File: src/rtl/binary_down_counter.sv
// -----------------------------------------------------------------------------
// binary_down_counter
//
// Purpose:
//   8-bit loadable down counter with a three-state control FSM (IDLE/RUN/DONE),
//   an internal reload register for optional auto-reload, and a registered
//   one-cycle terminal-count pulse. All state is synchronous to i_clk, and the
//   active-low reset is sampled on the rising edge only.
//
// Ports:
//   i_clk      system clock, rising-edge active
//   i_rst_n    synchronous active-low reset
//   i_t        count enable (one decrement per edge while in RUN)
//   i_load     load strobe; i_d becomes both count and reload value
//   i_d[7:0]   load value
//   i_reload   auto-reload select, only looked at on the terminal decrement
//   i_ack      acknowledge of DONE; returns the block to IDLE
//   o_counter  current count (register)
//   o_tc       registered terminal-count pulse, one cycle wide
//   o_zero     high when the count register is zero
//   o_busy     high in RUN
//   o_done     high in DONE
// -----------------------------------------------------------------------------
module binary_down_counter (
  input  logic       i_clk,
  input  logic       i_rst_n,
  input  logic       i_t,
  input  logic       i_load,
  input  logic [7:0] i_d,
  input  logic       i_reload,
  input  logic       i_ack,
  output logic [7:0] o_counter,
  output logic       o_tc,
  output logic       o_zero,
  output logic       o_busy,
  output logic       o_done
);

  typedef enum logic [1:0] {
    ST_IDLE = 2'b00,
    ST_RUN  = 2'b01,
    ST_DONE = 2'b10
  } state_t;

  state_t     r_state;
  logic [7:0] r_counter;
  logic [7:0] r_reload;
  logic       r_tc;

  state_t     w_state_nxt;
  logic [7:0] w_counter_nxt;
  logic [7:0] w_reload_nxt;
  logic       w_tc_nxt;

  // Next-state and next-datapath decode; LOAD overrides everything else.
  always_comb begin
    w_state_nxt   = r_state;
    w_counter_nxt = r_counter;
    w_reload_nxt  = r_reload;
    w_tc_nxt      = 1'b0;

    if (i_load) begin
      w_counter_nxt = i_d;
      w_reload_nxt  = i_d;
      // A zero load has nothing to count, so it parks in IDLE.
      w_state_nxt   = (i_d != 8'd0) ? ST_RUN : ST_IDLE;
    end else begin
      case (r_state)
        ST_IDLE: begin
          w_state_nxt = ST_IDLE;
        end
        ST_RUN: begin
          if (i_t) begin
            if (r_counter > 8'd1) begin
              w_counter_nxt = r_counter - 8'd1;
            end else if (r_counter == 8'd1) begin
              // Terminal decrement: RELOAD is only sampled here.
              w_tc_nxt = 1'b1;
              if (i_reload) begin
                w_counter_nxt = r_reload;
                w_state_nxt   = ST_RUN;
              end else begin
                w_counter_nxt = 8'd0;
                w_state_nxt   = ST_DONE;
              end
            end else begin
              // Zero count in RUN is unreachable; never wrap, fall back to IDLE.
              w_counter_nxt = 8'd0;
              w_state_nxt   = ST_IDLE;
            end
          end else begin
            w_state_nxt = ST_RUN;
          end
        end
        ST_DONE: begin
          if (i_ack) begin
            w_state_nxt = ST_IDLE;
          end else begin
            w_state_nxt = ST_DONE;
          end
        end
        default: begin
          // Illegal encoding recovers to IDLE on the next edge.
          w_state_nxt = ST_IDLE;
        end
      endcase
    end
  end

  // State, count, reload and TC registers with synchronous active-low reset.
  always_ff @(posedge i_clk) begin
    if (!i_rst_n) begin
      r_state   <= ST_IDLE;
      r_counter <= 8'd0;
      r_reload  <= 8'd0;
      r_tc      <= 1'b0;
    end else begin
      r_state   <= w_state_nxt;
      r_counter <= w_counter_nxt;
      r_reload  <= w_reload_nxt;
      r_tc      <= w_tc_nxt;
    end
  end

  assign o_counter = r_counter;
  assign o_tc      = r_tc;
  assign o_zero    = (r_counter == 8'd0);
  assign o_busy    = (r_state == ST_RUN);
  assign o_done    = (r_state == ST_DONE);

endmodule

File: config.mk
export PLATFORM = sky130hd
export DESIGN_NAME = binary_down_counter
export DESIGN_NICKNAME = d
export VERILOG_FILES = /design/src/rtl/binary_down_counter.sv
export SDC_FILE = /design/constraint.sdc
export NUM_CORES = 1
export LEC_CHECK = 0
export CORE_MARGIN = 4
export CORE_UTILIZATION = 45
export CTS_CLUSTER_DIAMETER = 120
export DETAILED_ROUTE_END_ITERATION = 8
export GPL_TIMING_DRIVEN = 0
export PLACE_DENSITY = 0.75
export SLEW_MARGIN = 10
export SYNTH_ARGS = -nofsm -noshare
export SYNTH_HDL_FRONTEND = slang
export SYNTH_SLANG_ARGS = --single-unit
File: constraint.sdc
create_clock -name i_clk -period 1.59 [get_ports i_clk]
set_input_delay 0.318 -clock i_clk [delete_from_list [all_inputs] [get_ports i_clk]]
set_output_delay 0.318 -clock i_clk [all_outputs]
set_load 0.01 [all_outputs]
After elaboration in Yosys (flattened, before gate mapping)
Index checks and enable logic that the tools add are counted.
{"block": "totals", "out_inout_bits": 12, "wordCells": 34, "inputBits": 14, "reg_bits": 19}
{"block": "classes", "n_lt_le_gt_ge": 1, "addsub": 1, "bitwise_logic": 3, "reduce_logical": 6, "mux": 15, "eq_ne": 4}
{"op": "$mux 8", "count": 6}
{"op": "$mux 2", "count": 6}
{"op": "$eq 8x1->1 const B", "count": 1}
{"op": "$gt 8x1->1 const B", "count": 1}
{"op": "$logic_not 8->1", "count": 1}
{"op": "$reduce_bool 8->1", "count": 1}
{"op": "$sub 8x1->8 const B", "count": 1}
{"op": "$reduce_or 5->1", "count": 1}
{"op": "$ne 4x4->1 const B", "count": 1}
{"op": "$pmux 2 s2", "count": 1}
{"op": "$reduce_bool 2->1", "count": 2}
{"op": "$not 1->1", "count": 3}
{"op": "$eq 2x1->1 const B", "count": 1}
{"op": "$eq 2x2->1 const B", "count": 1}
{"op": "$mux 1", "count": 2}
{"op": "$reduce_and 2->1", "count": 1}

Depth between registers and ports, before layout
{"block": "logic_depth", "ltp_word": 6, "depth_mapped": 7, "depth_no_buf": 6}

Worst setup path after synthesis
Ideal clock, no wire load.
{"block": "synth_path", "path_kind": "reg2reg", "startpoint": "register r_counter[1] (netlist: o_counter[1])", "endpoint": "register r_counter[2] (netlist: o_counter[2])", "setup_ns": 0.116, "path_slack_ns": -0.242, "required_time_ns": 1.474, "arrival_time_ns": 1.716, "period_less_slack_ns": 1.832, "path_buffers": 1, "stages_incl_launch_ff": 8, "cell_sequence": "dfxtp_1 -> inv_1 -> ha_1 -> and2_1 -> and3_1 -> buf_4 -> a311o_2 -> o211a_1"}
{"block": "synth_between", "elab_chain_cells": 6, "word_cells_on_any_way": 8, "classes_between": "add/sub: 1; order compare: 1; eq/ne: 1; mux: 5"}
{"item": "from (decl)", "line_no": "46", "source": "logic [7:0] r_counter;"}
{"item": "from (signal assigned)", "line_no": "119", "source": "r_counter <= w_counter_nxt;"}
{"item": "branches (longest 2 deep; another with $sub 8x1->8)"}
{"item": "$mux 8 *", "line_no": "74", "source": "if (r_counter > 8'd1) begin"}
{"item": "$mux 8 *", "line_no": "73", "source": "if (i_t) begin"}
{"item": "$mux 8 *", "line_no": "68", "source": "case (r_state)"}
{"item": "$mux 8 *", "line_no": "62", "source": "if (i_load) begin"}
Mark *: on every way between the ends. The select of a mux whose other input is x is not followed.
A chain may end at the register's enable or synchronous reset.

Final worst setup path
{"block": "layout_path", "startpoint": "register r_counter[7] (netlist: o_counter[7])", "endpoint": "register r_counter[0] (netlist: o_counter[0])"}
{"block": "layout_between", "elab_chain_cells": 6, "word_cells_on_any_way": 7, "classes_between": "order compare: 1; eq/ne: 1; mux: 5"}
{"item": "branches (longest 2 deep; another with $gt 8x1->1)"}
{"item": "$mux 8 *", "line_no": "74"}
{"item": "$mux 8 *", "line_no": "73"}
{"item": "$mux 8 *", "line_no": "68"}
{"item": "$mux 8 *", "line_no": "62"}
Marked as above.

==> impl_metrics.toml <==
[outcome]
status = "finished with violations"
failed_checks = "setup timing"

[setup_path]
ff2ff_path_depth = 5
worstReg2RegStart = "o_counter[7]"
critPathArrivalTime_ns = 1.87
rrSetupSlack_ns = -0.08
path_buf_inv = 1
slowest_stage = "or4_4"
path_class = "reg2reg"
cp_cell_sequence = "buf_6 -> or4_4 -> o311ai_0 -> a21o_1 -> a21oi_1"
cp.required_ns = 1.79
cp_max_fo = 3
slowest_delay_ns = 0.43
start_kind = "flop"
crit_path_end_kind = "flop"
r2r-end = "o_counter[0]"
crit_family = "compound AO/OA/AOI/OAI gates"

[timing]
period_needed_ns = 1.67
worst_pin_slew_ns = 0.454
fin_hold_ws_ns = 0.402
final.setup.tns_ns = -0.0782
skew_ns = 0.00104
relSlewSlack = 0.697
slew_violations = 0
clock.fmax_mhz = 599
finalHoldViolCount = 0
setup_viol = 1
grt_setup_unrepaired = "yes"
setup_ws_ns = -0.0782
finalCritPeriodShare = 1.05

[layout]
fin_nets = 211
drive_gt1_frac = 0.335
final_cell_mix = "buf_4, nor2_1, clkdlybuf4s50_1"
syn_to_final_growth_pct = 57.6
antenna_cells = 0
layout_commonest_cell = "buf_4"

[detailed_routing]
ant_nets = 0
firstDrtPassIters = 7
drc = 0
vias_per_cell = 6.43
routed_wl_mm = 4.26
vias = 1422
drt-wirelength-per-cell_um = 19.3
drt-initial-drc-count = 90

[logic_synthesis]
synthesis.nets = 159
yosysTopAreaCell = "dfxtp_1"
synth_area_leaders = "dfxtp_1, mux2i_1, ha_1"
yosys_most_used_dff = "dfxtp_1"
ys_seq_area_frac = 0.325
yosys_warnings = 0
ys_ff_latch = 19
syn_avg_cell_area_um2 = 8.36
netlist_instances = 140
synth_edf_count = 0
ys_async_sr_fraction = 0
synth.cell_area_mm2 = 0.00117
yosysTopAreaCellShare = 0.325
synth.distinct_cells = 44

[grt]
grt_max_degree = 12
grt_util_met1 = 0.286
grt_overflow = 0
use_met2 = 0.405
first_global_vias = 1357
track_usage = 0.240
met3_usage = 0.0458
grt.busiest_layer = "met2"
antenna_found_initial = 0
grt_pass1_wl_mm = 6.35

[clock_tree]
cts_buffers = 3
cts_tree = "yes"
clk_root_buffer_cell = "clkbuf_4"
cts_max_path_buffers = 2
h-tree-depth = 1
clk_pin_slew_worst_paths_ns = 0.11
clock-sinks = 19
insertion_delay_ns = 0.31

[die]
initial_utilization = 0.472
row_count = 18
die_w_um = 59.0
coreArea_mm2 = 0.00248
dieArea_mm2 = 0.00348
ios = 26
die_h_um = 59.0

[hold_path]
min_path_type = "in2reg"
hold_start = "i_rst_n"
hold_depth = 2
hold_path_end = "o_counter[2]"

[power_and_ir_drop]
cellLeakagePower_uw = 0.000805
total_power_uw = 1280
vdd_drop_max_uv = 762
p_per_area_mw_per_mm2 = 692

[placement]
post-place-ws_ns = -0.499
io_buffers = 25
hpwl_mm = 2.55
gp_congestion = 0.917

[flow_run]
maxCapViolations = 0
## report_power, final
group / leakage, uW / switching, uW / internal, uW
clock: 0.0000177 / 167 / 94.3
combinational: 0.000624 / 233 / 234
sequential: 0.000163 / 46.4 / 503
## through the flow
stage	cells	instance area [um2]	utilization
6_report	221	1840	0.744
5_1_grt	221	1840	0.744
4_1_cts	213	1720	0.693
3_5_place_dp	195	1490	0.603
3_3_place_gp	195	1490	0.603
2_1_floorplan	140	1200	-
## timing repair
item                                    CTS  global route
endpoints found under the setup margin   20            21
setup buffers                            15             8
pin swaps                                17             6
resized for setup                        46            19
hold buffers                              0             0
cloned                                    0             0
## logic make-up (layout without fill, tap and decap cells)
group,count (synthesis),count (layout),share of synthesized area
buffers and inverters,14,65,0.0524
xor gates and xnor gates,3,3,0.0225
and+or+nand+nor,56,56,0.256
muxes,7,7,0.0599
DFF,19,19,0.325
AOI/OAI and AO/OA,36,36,0.231
adders and majority gates,5,5,0.0535
## flip-flops by register name, summed over array words and instances (netlist names)
signal     flops
o_tc           1
r_state        2
o_counter      8
r_reload       8
## cell type report
| type | instances | area [um2] |
|---|---|---|
| buffer | 3 | 18.8 |
| clock buffer | 3 | 22.5 |
| clock inverter | 1 | 5.00 |
| fill | 160 | 633 |
| inverter | 10 | 41.3 |
| multi-input combinational | 107 | 865 |
| sequential | 19 | 415 |
| tap | 30 | 37.5 |
| timing repair buffer | 48 | 439 |
## worst max-delay path by stage
stage | startpoint | to | slack, ns | cells after the start
final | o_counter[7] | o_counter[0] | -0.08 | 5
after global routing | o_counter[7] | o_counter[0] | -0.09 | 5
after CTS | o_counter[7] | o_counter[4] | -0.05 | 6
after detailed placement | o_counter[2] | o_zero | -0.50 | 3
after global placement | o_counter[2] | o_zero | -0.49 | 3
after floorplan | o_counter[1] | o_counter[2] | -0.08 | 7
## Yosys cell counts (2+ instances only)
master	number
a31oi_1	4
a221oi_1	2
a32oi_1	3
a21oi_1	7
or2_2	2
inv_1	9
buf_4	2
and2_1	2
nand4_1	3
ha_1	5
nand2_1	10
xor2_1	3
and3_1	4
nor2_1	15
nor3_1	5
dfxtp_1	19
nand3_1	6
a22oi_1	4
nor4_1	3
o21ai_0	2
mux2i_1	7
## per-layer routing
layer / vias to the layer above / routed length, um
li1: 633 / -
met3: 28 / 386
met5: - / 0
met2: 95 / 2020
met1: 666 / 1630
met4: 0 / 223
Power figures use the tool's default switching activity.
